--- src/rtl/stopwatch_lap.sv ---
// Stopwatch/timer core: up/down counting in hh:mm:ss.cc fields, preset load,
// prescaled centisecond tick and a first-word-fall-through lap FIFO.
module stopwatch_lap #(
   parameter int unsigned CLK_HZ    = 100_000_000,
   parameter int unsigned TICK_HZ   = 100,
   parameter int unsigned HOURS_MAX = 99,
   parameter int unsigned LAP_DEPTH = 4,
   localparam int unsigned HW       = $clog2(HOURS_MAX + 1),
   localparam int unsigned LW       = $clog2(LAP_DEPTH)
) (
   input  logic             clk,
   input  logic             rst,
   input  logic             sp,
   input  logic             lap,
   input  logic             clr,
   input  logic             load,
   input  logic             mode,
   input  logic [HW+11:0]   preset,
   input  logic             lap_rd,
   output logic             run,
   output logic             expired,
   output logic             wrap,
   output logic [HW-1:0]    hh,
   output logic [5:0]       mm,
   output logic [5:0]       ss,
   output logic [6:0]       cc,
   output logic [HW+18:0]   lap_data,
   output logic [LW:0]      lap_count,
   output logic             lap_ovf
);

   localparam int unsigned DIV   = CLK_HZ / TICK_HZ;
   localparam int unsigned PW    = (DIV > 1) ? $clog2(DIV) : 1;
   localparam logic [PW-1:0] PTERM = PW'(DIV - 1);
   localparam logic [HW-1:0] HMAX  = HW'(HOURS_MAX);

   typedef enum logic [1:0] {StIdle, StRun, StPause, StDone} state_e;

   state_e        state;
   logic          mode_q;
   logic [PW-1:0] presc;

   logic          tick, time_zero;
   logic [HW-1:0] up_hh, dn_hh, pre_hh;
   logic [5:0]    up_mm, up_ss, dn_mm, dn_ss, pre_mm, pre_ss;
   logic [6:0]    up_cc, dn_cc;
   logic          up_max, dn_zero;

   // Tick strobe, zero detect and saturated preset fields
   always_comb begin
      tick      = (state == StRun) && (presc == PTERM);
      time_zero = (hh == '0) && (mm == '0) && (ss == '0) && (cc == '0);
      pre_hh    = (preset[HW+11:12] > HMAX) ? HMAX : preset[HW+11:12];
      pre_mm    = (preset[11:6] > 6'd59) ? 6'd59 : preset[11:6];
      pre_ss    = (preset[5:0] > 6'd59) ? 6'd59 : preset[5:0];
   end

   // Up-count carry chain; up_max flags the full-scale rollover
   always_comb begin
      up_hh  = hh;
      up_mm  = mm;
      up_ss  = ss;
      up_cc  = cc + 7'd1;
      up_max = 1'b0;
      if (cc == 7'd99) begin
         up_cc = '0;
         up_ss = ss + 6'd1;
         if (ss == 6'd59) begin
            up_ss = '0;
            up_mm = mm + 6'd1;
            if (mm == 6'd59) begin
               up_mm = '0;
               up_hh = hh + HW'(1);
               if (hh == HMAX) begin
                  up_hh  = '0;
                  up_max = 1'b1;
               end
            end
         end
      end
   end

   // Down-count borrow chain; never evaluated from all-zero while running
   always_comb begin
      dn_hh = hh;
      dn_mm = mm;
      dn_ss = ss;
      dn_cc = cc - 7'd1;
      if (cc == '0) begin
         dn_cc = 7'd99;
         dn_ss = ss - 6'd1;
         if (ss == '0) begin
            dn_ss = 6'd59;
            dn_mm = mm - 6'd1;
            if (mm == '0) begin
               dn_mm = 6'd59;
               dn_hh = hh - HW'(1);
            end
         end
      end
      dn_zero = (dn_hh == '0) && (dn_mm == '0) && (dn_ss == '0) && (dn_cc == '0);
   end

   // Control FSM with registered run/expired/wrap and the time fields
   always_ff @(posedge clk or posedge rst) begin
      if (rst) begin
         state   <= StIdle;
         mode_q  <= 1'b0;
         presc   <= '0;
         run     <= 1'b0;
         expired <= 1'b0;
         wrap    <= 1'b0;
         hh      <= '0;
         mm      <= '0;
         ss      <= '0;
         cc      <= '0;
      end else begin
         wrap <= 1'b0;
         if (clr) begin
            state   <= StIdle;
            presc   <= '0;
            run     <= 1'b0;
            expired <= 1'b0;
            hh      <= '0;
            mm      <= '0;
            ss      <= '0;
            cc      <= '0;
         end else if (load && (state != StRun)) begin
            state   <= StIdle;
            presc   <= '0;
            run     <= 1'b0;
            expired <= 1'b0;
            hh      <= pre_hh;
            mm      <= pre_mm;
            ss      <= pre_ss;
            cc      <= '0;
         end else begin
            unique case (state)
               StIdle, StPause: begin
                  // A countdown from zero would expire instantly, so refuse it
                  if (sp && !(mode && time_zero)) begin
                     state  <= StRun;
                     mode_q <= mode;
                     run    <= 1'b1;
                  end
               end
               StRun: begin
                  presc <= tick ? '0 : presc + PW'(1);
                  if (tick) begin
                     if (!mode_q) begin
                        hh   <= up_hh;
                        mm   <= up_mm;
                        ss   <= up_ss;
                        cc   <= up_cc;
                        wrap <= up_max;
                     end else begin
                        hh <= dn_hh;
                        mm <= dn_mm;
                        ss <= dn_ss;
                        cc <= dn_cc;
                     end
                  end
                  if (tick && mode_q && dn_zero) begin
                     state   <= StDone;
                     run     <= 1'b0;
                     expired <= 1'b1;
                  end else if (sp) begin
                     state <= StPause;
                     run   <= 1'b0;
                  end
               end
               StDone: ;
               default: state <= StIdle;
            endcase
         end
      end
   end

   logic [HW+18:0] mem [LAP_DEPTH];
   logic [LW-1:0]  wr_ptr, rd_ptr;
   logic           lap_req, full, push, pop;

   // FIFO handshake; a full FIFO still accepts a push when the head is popped
   always_comb begin
      lap_req  = lap && ((state == StRun) || (state == StPause));
      full     = (lap_count == (LW+1)'(LAP_DEPTH));
      pop      = lap_rd && (lap_count != '0) && !clr;
      push     = lap_req && (!full || pop) && !clr;
      lap_data = (lap_count == '0) ? '0 : mem[rd_ptr];
   end

   // FIFO pointers, occupancy and sticky overflow
   always_ff @(posedge clk or posedge rst) begin
      if (rst) begin
         wr_ptr    <= '0;
         rd_ptr    <= '0;
         lap_count <= '0;
         lap_ovf   <= 1'b0;
      end else if (clr) begin
         wr_ptr    <= '0;
         rd_ptr    <= '0;
         lap_count <= '0;
         lap_ovf   <= 1'b0;
      end else begin
         if (push) wr_ptr <= wr_ptr + LW'(1);
         if (pop)  rd_ptr <= rd_ptr + LW'(1);
         if (push && !pop)      lap_count <= lap_count + (LW+1)'(1);
         else if (pop && !push) lap_count <= lap_count - (LW+1)'(1);
         if (lap_req && full && !pop) lap_ovf <= 1'b1;
      end
   end

   // Lap storage captures the pre-tick fields
   always_ff @(posedge clk) begin
      if (push) mem[wr_ptr] <= {hh, mm, ss, cc};
   end

endmodule

--- config.mk ---
export PLATFORM = sky130hd
export DESIGN_NAME = stopwatch_lap
export DESIGN_NICKNAME = d
export VERILOG_FILES = /design/src/rtl/stopwatch_lap.sv
export SDC_FILE = /design/constraint.sdc
export NUM_CORES = 1
export LEC_CHECK = 0
export CAP_MARGIN = 20
export CORE_MARGIN = 2
export CORE_UTILIZATION = 58
export DETAILED_ROUTE_END_ITERATION = 6
export PLACE_DENSITY = 0.82
export SYNTH_ARGS = -nofsm -noshare
export SYNTH_HDL_FRONTEND = slang
export SYNTH_SLANG_ARGS = --single-unit
export TNS_END_PERCENT = 1
--- constraint.sdc ---
create_clock -name clk -period 3.5 [get_ports clk]
set_input_delay 0.7 -clock clk [delete_from_list [all_inputs] [get_ports clk]]
set_output_delay 0.7 -clock clk [all_outputs]
set_load 0.01 [all_outputs]
Yosys cells after proc, flatten, opt, wreduce, memory -nomap -nowiden
Memory sizes are Yosys's and may differ from the RTL's.
Index checks and enable logic that the tools add are counted.
- add/subtract/negate cells: 13
- order comparisons: 3
- eq/ne operators: 11
- muxes and demuxes: 83
- bitwise logic cells: 2
- reduce and logical (&&, ||, !) cells: 58
- operators with widths (kind ; number):
    $mux 7 ; 20
    $mux 6 ; 22
    $mux 20 ; 4
    $logic_not 7->1 ; 4
    $mux 26 ; 1
    $logic_not 6->1 ; 4
    $mux 1 ; 22
    $logic_and 1x1->1 ; 21
    $add 20x1->20 const B ; 1
    $eq 20x20->1 const B ; 1
    $mux 2 ; 9
    $reduce_bool 4->1 ; 4
    $reduce_bool 3->1 ; 5
    $add 7x1->7 const B ; 2
    $eq 7x7->1 const B ; 2
    $sub 7x1->7 const B ; 2
    $add 6x1->6 const B ; 2
    $eq 6x6->1 const B ; 2
    $gt 6x6->1 const B ; 2
    $sub 6x1->6 const B ; 2
    $mux 3 ; 3
    $reduce_and 4->1 ; 2
    $gt 7x7->1 const B ; 1
    $reduce_and 3->1 ; 2
    20 further kinds ; 30
- flip-flop bits (word level): 60
- bits in writable memories: 104
- input bits: 27
- word-level logic and storage cells: 185
- memories kept: 1
- memory list (memory ; depth ; bits a word ; rd ports ; clocked after memory_dff ; wr ports ; RTL line ; RTL):
    mem ; 4 ; 26 ; 1 ; 0 ; 1 ; 179 ; logic [HW+18:0] mem [LAP_DEPTH];

Longest topological paths before layout
- depth in word-level cells: 13
- mapped depth: 12
- mapped depth without buffers: 10

Least setup slack after synthesis
Ideal clock, no wire load.
- path type: input port to flip-flop
- from: in clr
- to: mem mem[0][0] in the netlist's numbering (enable)
- library setup time: 0.385 ns
- arrival time: 2.232 ns
- required time: 3.115 ns
- setup slack: 0.883 ns
- cell stages on the path: 5
- path buffers: 1
- path through: clkbuf_1 > nand2b_1 > a31oi_1 > nor2b_1 > and2_1
- longest elaborated chain between the ends: 7
- ends and longest elaborated chain (item ; RTL line ; RTL):
    start, declared ; 15 ; input logic clr,
    $logic_not 1->1 * ; 187, 188 ;
    $logic_and 1x1->1 ; 187 ; pop = lap_rd && (lap_count != '0) && !clr;
    $logic_or 1x1->1 ; 188 ; push = lap_req && (!full || pop) && !clr;
    $logic_and 1x1->1 ; 188 ;
    $logic_and 1x1->1 * ; 188 ;
    $mux 1 * ; 215 ; if (push) mem[wr_ptr] <= {hh, mm, ss, cc};
    $mux 1 (not written as such) * ; 215 ;
    end, declared ; 179 ;
Every way passes the cells marked *; elsewhere a longest branch is shown, timed or not.

Worst setup path in the final report
- from: reg lap_count[1]
- to: out lap_data[25]
- longest elaborated chain between the ends: 2
- ends and longest elaborated chain (item ; RTL line ; RTL):
    start, declared ; 28 ; output logic [LW:0] lap_count,
    start signal, assigned ; 207 ; if (push && !pop) lap_count <= lap_count + (LW+1)'(1);
    start signal, assigned ; 208 ; else if (pop && !push) lap_count <= lap_count - (LW+1)'(1);
    $logic_not 3->1 ; 189 ; lap_data = (lap_count == '0) ? '0 : mem[rd_ptr];
    $mux 26 ; 189 ;
    end, declared ; 27 ; output logic [HW+18:0] lap_data,
Every way passes these cells.

==> summary.txt <==
Clocking
  – Max Root-Sink Buffers: 2
  – Cts hold-fix bufs: 0
  – Worst-skew pair later-pin latency: 0.43 ns
  – H-tree Lvls: 4
  – Clock sinks: 164
  – Postcts setup bufs: 0
  – Clock Tree Root: clkbuf_16
  – CTS clock-pin slew for the worst setup and hold paths: 0.06 ns
  – CTS tree: done
  – Clock buffer count from CTS: 17
  – Resized Gates After CTS: 0

Worst setup path
  – WP data required: 2.80 ns
  – CP Class: reg2out
  – Worst Path Arrival: 2.40 ns
  – Critical Path Fanout Max: 20
  – CP endpoint kind: output pin
  – Critical Path Start Type: flip-flop

Floorplanning
  – Die area: 15900 µm²
  – Ports: 86
  – Num rows: 44
  – Die W: 126 µm
  – Die Ht: 126 µm
  – Core ar.: 14500 µm²
  – Initial core utilization: 0.595

Final layout
  – Fillers: 1002
  – Share of cells above drive strength 1: 0.121
  – # diodes: 0
  – Register area: 4630 µm²
  – Area growth syn-to-layout: 19.5%
  – Nets@finish: 891
  – Multi-input gate area: 3730 µm²
  – Post-Layout Cell Count: 1040

Synth
  – Synth Register Bits: 164
  – Distinct cell type count after synthesis: 73
  – Most used DFF post-synth: edfxtp_1
  – Ranking of synthesized cells by area: edfxtp_1 (36%), dfrtp_1 (17%), mux4_2 (6.8%)
  – Cell with the most instances after synthesis: edfxtp_1
  – Synthesized cell area: 8650 µm²
  – Seq/Total Area, Yosys: 0.535
  – Async set-reset flop share out of synthesis: 0.366
  – Avg Cell Area, Syn: 11.4 µm²
  – Post-synthesis cell type with the largest combined area: edfxtp_1
  – Syn_nets: 805
  – Number of enable flip-flop cells after synthesis: 104
  – Post-synth top cells: edfxtp_1 (104), nor2_1 (79), dfrtp_1 (60)
  – Synth warn: 0
  – Synth Instances: 757
  – Top cell type's share of synthesized area: 0.361

Timing
  – RSZ-0062 raised after global routing: no
  – # setup viols final: 0
  – Post-route minimum period: 3.10 ns
  – Worst Slack Setup Final: 0.396 ns
  – Period Utilization, post-route: 0.887
  – Final slew viol count: 0
  – Slew margin rel.: 0.474
  – Highest Clock Rate: 322 MHz
  – Skew final: 0.00813 ns
  – Worst Tran Pin Value: 0.789 ns
  – TNS Setup: 0 ns
  – Final number of hold-violating endpoints: 0

Drt
  – Final WL: 21700 µm
  – First-pass iteration count of the detailed router: 7
  – Vias: 6719
  – DRT iter0 DRCs: 706
  – Via density: 6.46
  – Wire per inst: 20.9 µm
  – Drt drc: 0
  – DRT antenna net count: 0

GRT
  – GR Util met1: 0.368
  – First-pass GRT wire length: 34700 µm
  – Met3 usage: 0.0548
  – Vias in the first global route: 6720
  – Largest net degree at the start of global routing: 61
  – Met2 usage: 0.459
  – Initial antenna violation count: 0
  – Busiest grt layer: met2
  – GRT Util Overall: 0.279
  – Grt ovf: 0

Outcome
  – Outcome: complete, no violations

Placed design
  – Setup WS pre-CTS: 0.343 ns
  – Placed wire-length estimate: 14100 µm
  – Dpl cells: 1007
  – GPL Wtd Cong: 0.894
  – Port Buffers: 85

Power
  – Power, Total: 6.10 mW
  – PwrDens: 591 nW/µm²
  – VDD IR max: 0.000751 V
  – Leak: 3.77 nW

Min path
  – Worst hold path class: reg2reg

Run
  – Max Cap Viol: 0
## power breakdown
part	internal, mW	switching, mW	leakage, nW
Combinational	0.997	1.00	1.75
Clock	0.982	0.794	0.275
Sequential	2.16	0.166	1.75
Total	4.14	1.96	3.77
## kinds of logic after synthesis
family / share of synthesized area
AOI/OAI and AO/OA: 0.118
buffers and inverters: 0.0341
xor gates and xnor gates: 0.0304
muxes: 0.0726
adders and majority gates: 0.0313
and+or+nand+nor: 0.179
DFF: 0.535
## registers in the layout, summed over array words and instances (netlist names)
name / cells
mem: 104
mode_q: 1
wr_ptr: 2
wrap: 1
mm: 6
lap_count: 3
presc: 20
rd_ptr: 2
state: 2
lap_ovf: 1
hh: 7
run: 1
ss: 6
expired: 1
cc: 7
## critical path, cell delays in order (launching register included)
cell and delay, ns:
dfrtp_1 0.43, or3_1 0.62, buf_16 0.27, and2_1 0.15, clkdlybuf4s50_1 0.49
## metrics by stage
step / hold WS (ns) / area, µm² / utilization
floorplan: 0.505 / 8650 / -
global placement: 0.509 / 9760 / 0.671
detailed placement: 0.519 / 9760 / 0.671
CTS: 0.538 / 10300 / 0.709
global route: 0.584 / 10300 / 0.711
finish: 0.541 / 10300 / 0.711
## path summary, 6_finish.rpt
| check | depth (start not counted) | slack, ns | end | from |
|---|---|---|---|---|
| max in group asynchronous | 3 | 2.13 | rd_ptr[0] | rst |
| hold reg to reg | 2 | 0.54 | lap_ovf | lap_ovf |
| hold / removal | 2 | 0.54 | lap_ovf | lap_ovf |
| setup reg to reg | 6 | 0.61 | state[0] | ss[5] |
| min in group asynchronous | 3 | 0.81 | lap_ovf | rst |
| setup / recovery | 4 | 0.40 | lap_data[25] | lap_count[1] |
## layer usage
layer,up-vias,part of all wire
met5,-,0
met4,0,0.022
met3,55,0.069
met2,328,0.50
met1,3333,0.41
li1,3003,-
## area by class of cell
cell class | count | area share
Multi-Input combinational cell | 519 | 0.361
Clock inverter | 15 | 0.0125
Inverter | 25 | 0.00908
Tap cell | 184 | 0.0223
Clock buffer | 17 | 0.0412
Sequential cell | 164 | 0.447
Timing Repair Buffer | 116 | 0.107
## cell usage in the layout, fill, tap and decap left out, drive strengths merged, types with 29 or more instances in the layout
cell type | netlist | routed
edfxtp | 104 | 104
nand2 | 46 | 46
o21ai | 35 | 35
buf | 15 | 31
dfrtp | 60 | 60
nand3 | 29 | 29
clkdlybuf4s50 | 0 | 85
inv | 25 | 30
nor2 | 79 | 79
and2 | 34 | 34
Power figures use the tool's default switching activity.
